===== src/rtl/dino_pkg.sv =====
// dino_pkg
// Shared types and constants for the dino runner game controller.
//   game_state_e : top-level game phase (IDLE=0, RUN=1, OVER=2), also the
//                  encoding seen on the game_state output port
//   jump_state_e : vertical motion phase of the dino (GROUND/RISE/FALL)
//   DEF_*        : default values for the controller parameters
//   LFSR_SEED    : start value of the obstacle-enable LFSR
//   lfsr_next()  : one step of the x^3+x^2+1 LFSR
package dino_pkg;

    typedef enum logic [1:0] {
        ST_IDLE = 2'd0,
        ST_RUN  = 2'd1,
        ST_OVER = 2'd2
    } game_state_e;

    typedef enum logic [1:0] {
        JS_GROUND = 2'd0,
        JS_RISE   = 2'd1,
        JS_FALL   = 2'd2
    } jump_state_e;

    localparam int DEF_JUMP_MAX    = 50;
    localparam int DEF_JUMP_STEP   = 2;
    localparam int DEF_SCROLL_MAX  = 300;
    localparam int DEF_SCROLL_STEP = 4;

    localparam logic [2:0] LFSR_SEED = 3'b001;

    // Fibonacci form, shifting left: feedback bit is tap3 ^ tap2.
    // From the seed this walks 001->010->101->011->111->110->100->001.
    function automatic logic [2:0] lfsr_next(input logic [2:0] cur);
        return {cur[1:0], cur[2] ^ cur[1]};
    endfunction

endpackage


===== src/rtl/dino_jump_fsm.sv =====
// dino_jump_fsm
// Vertical motion of the dino: GROUND/RISE/FALL machine plus the height
// register.
// Ports:
//   clk, rst_n  : clock, synchronous active-low reset
//   clear       : force GROUND with zero height (new game starting)
//   advance     : one frame of motion (frame tick while the game runs)
//   jump_req    : pending jump request, only acted on from GROUND
//   dino_yoff   : current lift above ground, 0..JUMP_MAX
module dino_jump_fsm
    import dino_pkg::*;
#(
    parameter int JUMP_MAX  = DEF_JUMP_MAX,
    parameter int JUMP_STEP = DEF_JUMP_STEP
) (
    input  logic       clk,
    input  logic       rst_n,
    input  logic       clear,
    input  logic       advance,
    input  logic       jump_req,
    output logic [9:0] dino_yoff
);

    localparam logic [10:0] MAX_W  = 11'(JUMP_MAX);
    localparam logic [10:0] STEP_W = 11'(JUMP_STEP);

    jump_state_e state_q, state_d;
    logic [9:0]  yoff_q, yoff_d;
    logic [10:0] lift_sum;

    // One bit wider than the height so the clamp compare cannot wrap.
    assign lift_sum = {1'b0, yoff_q} + STEP_W;

    // Next-state/height. Take-off from GROUND already lifts the dino on the
    // same frame, so a full jump is JUMP_MAX/JUMP_STEP frames up and the
    // same number down.
    always_comb begin
        state_d = state_q;
        yoff_d  = yoff_q;
        if (clear) begin
            state_d = JS_GROUND;
            yoff_d  = '0;
        end else if (advance) begin
            case (state_q)
                JS_GROUND, JS_RISE: begin
                    if (state_q == JS_RISE || jump_req) begin
                        if (lift_sum >= MAX_W) begin
                            yoff_d  = MAX_W[9:0];
                            state_d = JS_FALL;
                        end else begin
                            yoff_d  = lift_sum[9:0];
                            state_d = JS_RISE;
                        end
                    end
                end
                JS_FALL: begin
                    // Compare before subtracting so the height never underflows.
                    if ({1'b0, yoff_q} <= STEP_W) begin
                        yoff_d  = '0;
                        state_d = JS_GROUND;
                    end else begin
                        yoff_d = yoff_q - STEP_W[9:0];
                    end
                end
                default: begin
                    state_d = JS_GROUND;
                    yoff_d  = '0;
                end
            endcase
        end
    end

    // State and height registers.
    always_ff @(posedge clk) begin
        if (!rst_n) begin
            state_q <= JS_GROUND;
            yoff_q  <= '0;
        end else begin
            state_q <= state_d;
            yoff_q  <= yoff_d;
        end
    end

    assign dino_yoff = yoff_q;

endmodule


===== src/rtl/dino_game_ctrl.sv =====
// dino_game_ctrl
// Game controller for the dino runner: button edge detection, the
// IDLE/RUN/OVER game machine, obstacle scrolling, score and obstacle
// enables. The jump motion lives in dino_jump_fsm.
// Ports:
//   clk, rst_n   : pixel clock, synchronous active-low reset
//   frame_tick   : one-cycle pulse per video frame; paces all updates
//   jump_btn     : jump/start button level (already synchronized)
//   restart_btn  : restart button level (already synchronized)
//   collision    : dino/obstacle overlap, ends a running game at once
//   game_state   : IDLE=0, RUN=1, OVER=2
//   dino_yoff    : dino lift above ground
//   obst_x       : obstacle scroll offset, 0..SCROLL_MAX
//   obst_en      : obstacle enables b1..b3
//   score        : obstacles passed, saturating at 1023
// Build option: define DINO_SPEEDUP_EN to speed the scroll up with the
// score (step = SCROLL_STEP + min(score>>4, 3)); otherwise the step is fixed.
module dino_game_ctrl
    import dino_pkg::*;
#(
    parameter int JUMP_MAX    = DEF_JUMP_MAX,
    parameter int JUMP_STEP   = DEF_JUMP_STEP,
    parameter int SCROLL_MAX  = DEF_SCROLL_MAX,
    parameter int SCROLL_STEP = DEF_SCROLL_STEP
) (
    input  logic       clk,
    input  logic       rst_n,
    input  logic       frame_tick,
    input  logic       jump_btn,
    input  logic       restart_btn,
    input  logic       collision,
    output logic [1:0] game_state,
    output logic [9:0] dino_yoff,
    output logic [9:0] obst_x,
    output logic [2:0] obst_en,
    output logic [9:0] score
);

    localparam logic [10:0] SCROLL_MAX_W  = 11'(SCROLL_MAX);
    localparam logic [10:0] SCROLL_STEP_W = 11'(SCROLL_STEP);

    game_state_e state_q, state_d;
    logic [9:0]  obst_x_q, obst_x_d;
    logic [9:0]  score_q, score_d;
    logic [2:0]  obst_en_q, obst_en_d;
    logic [2:0]  lfsr_q, lfsr_d, lfsr_adv;
    logic        jump_req_q, jump_req_d;
    logic        restart_req_q, restart_req_d;
    logic        jump_prev_q, restart_prev_q;
    logic        jump_rise, restart_rise;
    logic        jump_clear, jump_advance;
    logic [10:0] step;
    logic [10:0] scroll_sum;

    assign jump_rise    = jump_btn & ~jump_prev_q;
    assign restart_rise = restart_btn & ~restart_prev_q;

`ifdef DINO_SPEEDUP_EN
    logic [1:0] bonus;
    // min(score>>4, 3): any of score[9:6] set means the shifted value exceeds 3.
    assign bonus = (score_q[9:4] > 6'd3) ? 2'd3 : score_q[5:4];
    assign step  = SCROLL_STEP_W + {9'd0, bonus};
`else
    assign step = SCROLL_STEP_W;
`endif

    assign scroll_sum = {1'b0, obst_x_q} + step;
    assign lfsr_adv   = lfsr_next(lfsr_q);

    // Game machine and scroll bookkeeping. Everything waits for a frame tick
    // except the RUN->OVER step, which follows a collision immediately and
    // also blocks that frame's scroll, score and jump update.
    always_comb begin
        state_d      = state_q;
        obst_x_d     = obst_x_q;
        score_d      = score_q;
        obst_en_d    = obst_en_q;
        lfsr_d       = lfsr_q;
        jump_clear   = 1'b0;
        jump_advance = 1'b0;

        case (state_q)
            ST_IDLE: begin
                if (frame_tick && jump_req_q) begin
                    state_d    = ST_RUN;
                    obst_x_d   = '0;
                    score_d    = '0;
                    obst_en_d  = 3'b001;
                    jump_clear = 1'b1;
                end
            end
            ST_RUN: begin
                if (collision) begin
                    state_d = ST_OVER;
                end else if (frame_tick) begin
                    jump_advance = 1'b1;
                    if (scroll_sum > SCROLL_MAX_W) begin
                        obst_x_d  = '0;
                        score_d   = (score_q == 10'd1023) ? score_q : score_q + 10'd1;
                        lfsr_d    = lfsr_adv;
                        obst_en_d = (lfsr_adv == 3'b000) ? 3'b001 : lfsr_adv;
                    end else begin
                        obst_x_d = scroll_sum[9:0];
                    end
                end
            end
            ST_OVER: begin
                if (frame_tick && restart_req_q) begin
                    state_d = ST_IDLE;
                end
            end
            default: begin
                state_d = ST_IDLE;
            end
        endcase

        // A tick consumes (or, mid-jump, discards) the request held before it;
        // an edge arriving on the tick cycle itself survives to the next tick.
        // OVER drops jump requests and only OVER keeps restart requests.
        if (state_q == ST_OVER) begin
            jump_req_d    = 1'b0;
            restart_req_d = (restart_req_q & ~frame_tick) | restart_rise;
        end else begin
            jump_req_d    = (jump_req_q & ~frame_tick) | jump_rise;
            restart_req_d = 1'b0;
        end
    end

    // All controller registers, including the button history for edge detect.
    always_ff @(posedge clk) begin
        if (!rst_n) begin
            state_q        <= ST_IDLE;
            obst_x_q       <= '0;
            score_q        <= '0;
            obst_en_q      <= 3'b001;
            lfsr_q         <= LFSR_SEED;
            jump_req_q     <= 1'b0;
            restart_req_q  <= 1'b0;
            jump_prev_q    <= 1'b0;
            restart_prev_q <= 1'b0;
        end else begin
            state_q        <= state_d;
            obst_x_q       <= obst_x_d;
            score_q        <= score_d;
            obst_en_q      <= obst_en_d;
            lfsr_q         <= lfsr_d;
            jump_req_q     <= jump_req_d;
            restart_req_q  <= restart_req_d;
            jump_prev_q    <= jump_btn;
            restart_prev_q <= restart_btn;
        end
    end

    dino_jump_fsm #(
        .JUMP_MAX  (JUMP_MAX),
        .JUMP_STEP (JUMP_STEP)
    ) u_jump_fsm (
        .clk       (clk),
        .rst_n     (rst_n),
        .clear     (jump_clear),
        .advance   (jump_advance),
        .jump_req  (jump_req_q),
        .dino_yoff (dino_yoff)
    );

    assign game_state = state_q;
    assign obst_x     = obst_x_q;
    assign obst_en    = obst_en_q;
    assign score      = score_q;

endmodule


===== config.mk =====
export PLATFORM = sky130hd
export DESIGN_NAME = dino_game_ctrl
export DESIGN_NICKNAME = d
export VERILOG_FILES = /design/src/rtl/dino_pkg.sv /design/src/rtl/dino_jump_fsm.sv /design/src/rtl/dino_game_ctrl.sv
export SDC_FILE = /design/constraint.sdc
export NUM_CORES = 1
export LEC_CHECK = 0
export ABC_AREA = 1
export ABC_CLOCK_PERIOD_IN_PS = 2300
export CORE_MARGIN = 5
export CORE_UTILIZATION = 50
export DETAILED_ROUTE_END_ITERATION = 8
export GPL_TIMING_DRIVEN = 1
export PLACE_DENSITY = 0.81
export SLEW_MARGIN = 20
export SYNTH_ARGS = -nofsm -noshare
export SYNTH_HDL_FRONTEND = slang
export SYNTH_SLANG_ARGS = --single-unit

===== constraint.sdc =====
create_clock -name clk -period 2.3 [get_ports clk]
set_input_delay 0.46 -clock clk [delete_from_list [all_inputs] [get_ports clk]]
set_output_delay 0.46 -clock clk [all_outputs]
set_load 0.01 [all_outputs]

==> out/qor.yml, run 1 <==
route:
  ant_nets: 0
  drt_iter0_markers: 294
  firstDrtPassIters: 5
  wirelength_mm: 6.35
  wl_per_cell_um: 12.7
  routed_via_density: 5.34
  via_count: 2674
  drc: 0
critical_path:
  cp-start-kind: "input pin"
  reg2reg_from: "u_jump_fsm.dino_yoff[2]"
  cp-startpoint: "frame_tick"
  crit_arrival_ns: 2.19
  end_kind: "flip-flop"
  crit_type: "in2reg"
  cp.required_ns: 2.53
  path_max_fanout: 8
cts:
  cts_setup_buffers: 0
  cts_tree: "yes"
  cts-buffers-inserted: 5
  clock_path_buffers: 2
  cts_resized: 0
  cts-root-buf: "clkbuf_8"
  htreeDepth: 2
  clk_latency_ns: 0.29
  cts_hold_buf: 0
  numClockSinks: 41
  path_clk_slew_ns: 0.08
pwr:
  p_clk_share_pct: 42.6
  p_leak_nw: 1.27
  combPwrFrac_pct: 6.0
  swShare_pct: 21.5
  internal_power_w: 0.00110
  peakVddDrop_uv: 552
  seqPwrFrac_pct: 51.4
  pwr_density_cell_nw_per_um2: 444
  switching_power_w: 0.000301
synth:
  yosys_warnings: 0
  ys_seq_area_share_pct: 31.8
  avgSynthCellArea_um2: 6.66
  ys_types: 39
  synth_area_um2: 2580
  synth_top_cell_area_share_pct: 31.8
  synth_compound_area_share_pct: 12.4
  synth_area_leaders: "dfxtp_1 32%, nand2_1 15%, inv_1 7.0%, a21oi_1 6.0%, nor2_1 5.4%"
  muxShareOfSynthArea_pct: 0
  synth-adder-area-share_pct: 2.91
  synth-xor-area-share_pct: 3.69
  synth_top_area_cell: "dfxtp_1"
  synth_top_family_by_area: "simple AND/OR/NAND/NOR gates"
  synthCells: 387
  ys_seq_elements: 41
  synth_simple_gate_area_share_pct: 38.5
global_routing:
  grt_pass1_wl_mm: 11.2
  grtUsageMet2_pct: 35.0
  grt_max_degree: 13
  antenna_found_initial: 0
  overflow: 0
  globalRouteTotalUtil_pct: 20.9
  met1_usage_pct: 27.5
  use_met3_pct: 3.84
  top_usage_layer: "met2"
  first_global_vias: 2500
floorplan:
  dieArea_um2: 6690
  die_w_um: 81.8
  start_util_pct: 51.1
  core_area_um2: 5040
  pin_count: 41
  die-height_um: 81.8
  rows: 26
final_layout:
  areaGrowthSynthToFinish_pct: 22.3
  drive_above_1_share_pct: 10.4
  stdcell_count: 501
  nets: 442
  fin_util_pct: 62.5
  fin_area_um2: 3150
  diodes: 0
timing:
  setup-violations-final: 0
  rsz0062_at_grt: "no"
  setup-tns-final_ns: 0
  period_minus_slack_ns: 1.97
  period_share_pct: 85.5
  hold-worst-slack_ns: 0.491
  hold_viol: 0
  drv_slew: 0
  fmax_ghz: 0.509
  skew_ns: 0.00666
place:
  dp_hpwl_mm: 4.85
  numPortBuffers: 37
  dp.cells: 493
  postPlaceCellArea_um2: 3040
  gp_congestion: 0.911
flow_run:
  max_cap_viol_count: 0
hold_path:
  hold_path.startpoint: "obst_x[9]"
  hold_class: "reg2reg"
outcome:
  status: "finished clean"
## state kept, by name, summed over array words and instances, names as in the netlist
name	flops
game_state	2
u_jump_fsm.state_q	2
jump_req_q	1
restart_req_q	1
lfsr_q	3
restart_prev_q	1
obst_x	8
score	10
jump_prev_q	1
obst_en	3
u_jump_fsm.dino_yoff	9
## logic make-up (layout without fill, tap and decap cells)
group / after synthesis / after routing
flip-flops: 41 / 41
buffers and inverters: 65 / 107
XOR/XNOR: 10 / 10
adder cells (fa/ha/maj): 6 / 6
AO/OA/AOI/OAI: 56 / 56
other: 1 / 3
AND/OR/NAND/NOR: 208 / 208
## through the flow
step,setup WS (ns),total power [W]
floorplan,0.571,0.000790
global placement,0.103,0.000820
detailed placement,0.0595,0.000821
CTS,0.339,0.00141
global route,0.108,0.00146
finish,0.335,0.00140
## routing by layer
metal	share of wire [%]	up-vias	wire (um)
li1	-	1340	-
met5	0	-	0
met1	46	1217	2890
met2	48	108	3030
met3	5.6	9	358
met4	0.99	0	63
## cell usage after synthesis (all sizes together)
library cell	n
and3	1
a211oi	1
nand3	31
nand4	18
nand2	107
o21a	1
ha	6
xor2	10
a31oi	2
nor3b	2
nor2	42
conb	1
inv	53
o22ai	2
clkbuf	3
a22oi	2
o21ai	15
clkinv	1
dfxtp	41
nor3	6
buf	8
or2	1
a21oi	33
## placed cells by master (no fill, tap or decap), drive strengths merged, types with 10 or more instances in the layout
cell,instances
a21oi,33
clkdlybuf4s50,37
dfxtp,41
inv,53
nand2,107
nand3,31
nand4,18
nor2,42
o21ai,15
xor2,10
## cell type report
cell class | count | area [um^2]
fill | 476 | 1890
multi-input combinational | 283 | 1500
sequential | 41 | 821
timing repair buffer | 45 | 430
inverter | 54 | 203
tap | 70 | 87.6
clock buffer | 7 | 86.3
clock inverter | 1 | 30.0
## final timing paths
check	end	slack (ns)	depth (start not counted)
max reg2reg	u_jump_fsm.dino_yoff[5]	0.34	12
min	obst_x[9]	0.49	2
max	u_jump_fsm.state_q[0]	0.33	9
min reg2reg	obst_x[9]	0.49	2
## critical path, cell delays in order
cell,delay [ns]
clkdlybuf4s50_1,0.47
inv_1,0.05
nor2_1,0.12
nand2_2,0.11
a31oi_2,0.30
inv_1,0.22
nor2_2,0.22
nand4_1,0.11
a21oi_1,0.13
## power by group through the flow
stage	registers, W	logic, W	clock network (W)
2_1_floorplan	0.000737	0.0000536	0
3_3_place_gp	0.000736	0.0000834	0
3_5_place_dp	0.000736	0.0000841	0
4_1_cts	0.000720	0.0000844	0.000604
5_1_grt	0.000720	0.0000937	0.000642
6_report	0.000720	0.0000843	0.000597
Power figures use the tool's default switching activity.
==> inputs of run 2 (changes only) <==
--- a/config.mk
+++ b/config.mk
@@ -7,6 +7,7 @@
 export LEC_CHECK = 0
 export ABC_AREA = 1
 export ABC_CLOCK_PERIOD_IN_PS = 2300
+export CORE_ASPECT_RATIO = 1.25
 export CORE_MARGIN = 5
 export CORE_UTILIZATION = 50
 export DETAILED_ROUTE_END_ITERATION = 8
==> run 2 against run 1 <==
Die area is 0.15% higher. Register-to-register slack lost 0.06 ns. Largest cell class unchanged. First-iteration DRC count fell by 65%.
==> out/qor.yml, run 2 (synthesized netlist as in run 1, its figures left out) <==
cts:
  cts_resized: 0  # unchanged
  path_clk_slew_ns: 0.07  # was 0.08 ns
  cts-buffers-inserted: 5  # unchanged
  cts_setup_buffers: 0  # unchanged
  htreeDepth: 2  # unchanged
  cts-root-buf: "clkbuf_8"  # unchanged
  cts_tree: "yes"  # unchanged
  clk_latency_ns: 0.30  # was 0.29 ns
  cts_hold_buf: 0  # unchanged
  numClockSinks: 41  # unchanged
  clock_path_buffers: 2  # unchanged
route:
  wl_per_cell_um: 12.7  # about the same
  wirelength_mm: 6.28  # was 6.35 mm
  drc: 0  # unchanged
  ant_nets: 0  # unchanged
  routed_via_density: 5.29  # was 5.34
  drt_iter0_markers: 104  # was 294
  via_count: 2610  # was 2674
  firstDrtPassIters: 4  # was 5
timing:
  period_share_pct: 88.0  # was 85.5%
  rsz0062_at_grt: "no"  # unchanged
  drv_slew: 0  # unchanged
  setup-violations-final: 0  # unchanged
  skew_ns: 0.00949  # was 0.00666 ns
  hold_viol: 0  # unchanged
  fmax_ghz: 0.494  # was 0.509 GHz
  period_minus_slack_ns: 2.02  # was 1.97 ns
  setup-tns-final_ns: 0  # unchanged
critical_path:
  cp.required_ns: 2.47  # was 2.53 ns
  end_kind: "flip-flop"  # unchanged
  cp-start-kind: "flip-flop"  # was input pin
  r2r_cells: 12  # unchanged
  crit_arrival_ns: 2.19  # about the same
  reg2reg_from: "u_jump_fsm.dino_yoff[1]"  # was u_jump_fsm.dino_yoff[2]
  crit_type: "reg2reg"  # was in2reg
  path_max_fanout: 10  # was 8
  cp-startpoint: "u_jump_fsm.dino_yoff[1]"  # was frame_tick
final_layout:
  drive_above_1_share_pct: 10.7  # was 10.4%
  final_common_cell: "nand2_1"  # unchanged
  fin_util_pct: 62.4  # was 62.5%
  diodes: 0  # unchanged
  nets: 442  # unchanged
  most-common-layout-cells: "100 x nand2_1, 48 x inv_1, 41 x dfxtp_1"  # unchanged
  fin_area_um2: 3150  # about the same
  largest_reg_flops: 10  # unchanged
  areaGrowthSynthToFinish_pct: 22.1  # was 22.3%
hold_path:
  hold_class: "reg2reg"  # unchanged
  hold_depth: 2  # unchanged
  hold_path.startpoint: "obst_x[9]"  # unchanged
pwr:
  p_leak_nw: 1.26  # was 1.27 nW
  pwr_density_cell_nw_per_um2: 448  # was 444 nW/um^2
  peakVddDrop_uv: 268  # was 552 uV
floorplan:
  die_w_um: 74.2  # was 81.8 um
  core_area_um2: 5040  # about the same
  dieArea_um2: 6700  # was 6690 um^2
  start_util_pct: 51.1  # about the same
  rows: 29  # was 26
  pin_count: 41  # unchanged
  die-height_um: 90.3  # was 81.8 um
global_routing:
  grt_max_degree: 14  # was 13
  overflow: 0  # unchanged
  globalRouteTotalUtil_pct: 20.3  # was 20.9%
  grt_pass1_wl_mm: 11.2  # about the same
  antenna_found_initial: 0  # unchanged
  first_global_vias: 2559  # was 2500
place:
  dp_hpwl_mm: 4.86  # was 4.85 mm
  numPortBuffers: 37  # unchanged
  gp_congestion: 0.955  # was 0.911
  postPlaceCellArea_um2: 3030  # was 3040 um^2
flow_run:
  max_cap_viol_count: 0  # unchanged
outcome:
  status: "finished clean"  # unchanged
[run 2: changes by cell type in the layout (fill, tap and decap cells not counted), sizes merged]
cell / change
clkbuf: -1
clkinvlp: +1
[run 2: routing by layer]
metal,vias to the layer above,track usage (%),wire [um]
met4,0,7.72,117
met5,-,0,0
li1,1333,-,-
met3,12,3.79,287
met1,1197,23.2,2530
met2,68,36.3,3350
[run 2: area by class of cell]
cell class                      instances  area (um^2)
Sequential cell                        41          821
Fill cell                             468         1900
Timing Repair Buffer                   45          430
Inverter                               54          203
Multi-Input combinational cell        283         1500
Tap cell                               62         77.6
Clock buffer                            6         82.6
Clock inverter                          2         37.5
[run 2: worst max-delay path: stages (launching register included)]
cell and delay [ns]:
dfxtp_1 0.52, ha_1 0.25, nand2_1 0.09, nor2_1 0.24, nor2_1 0.10, nand3_1 0.08, nand2_1 0.06, nor2_2 0.13
nand2_1 0.09, nand2_1 0.14, nand2_1 0.07, nand2_1 0.06, a21oi_1 0.06
[run 2: where the power goes]
part | switching, W | leakage (nW) | internal, W
combinational | 0.0000550 | 0.876 | 0.0000316
sequential | 0.00000457 | 0.331 | 0.000715
clock | 0.000251 | 0.0574 | 0.000353
[run 2: metrics by stage]
stage	total power [W]	instances	hold slack [ns]	worst slack [ns]
2_1_floorplan	0.000790	389	0.451	0.571
3_3_place_gp	0.000821	485	0.464	0.245
3_5_place_dp	0.000823	485	0.469	0.160
4_1_cts	0.00143	493	0.479	0.267
5_1_grt	0.00147	493	0.512	0.0408
6_report	0.00141	493	0.479	0.277
[run 2: worst paths after layout]
kind / slack [ns] / to
max reg2reg: 0.28 / u_jump_fsm.dino_yoff[5]
min: 0.48 / obst_x[9]
min reg2reg: 0.48 / obst_x[9]
max: 0.28 / u_jump_fsm.dino_yoff[5]
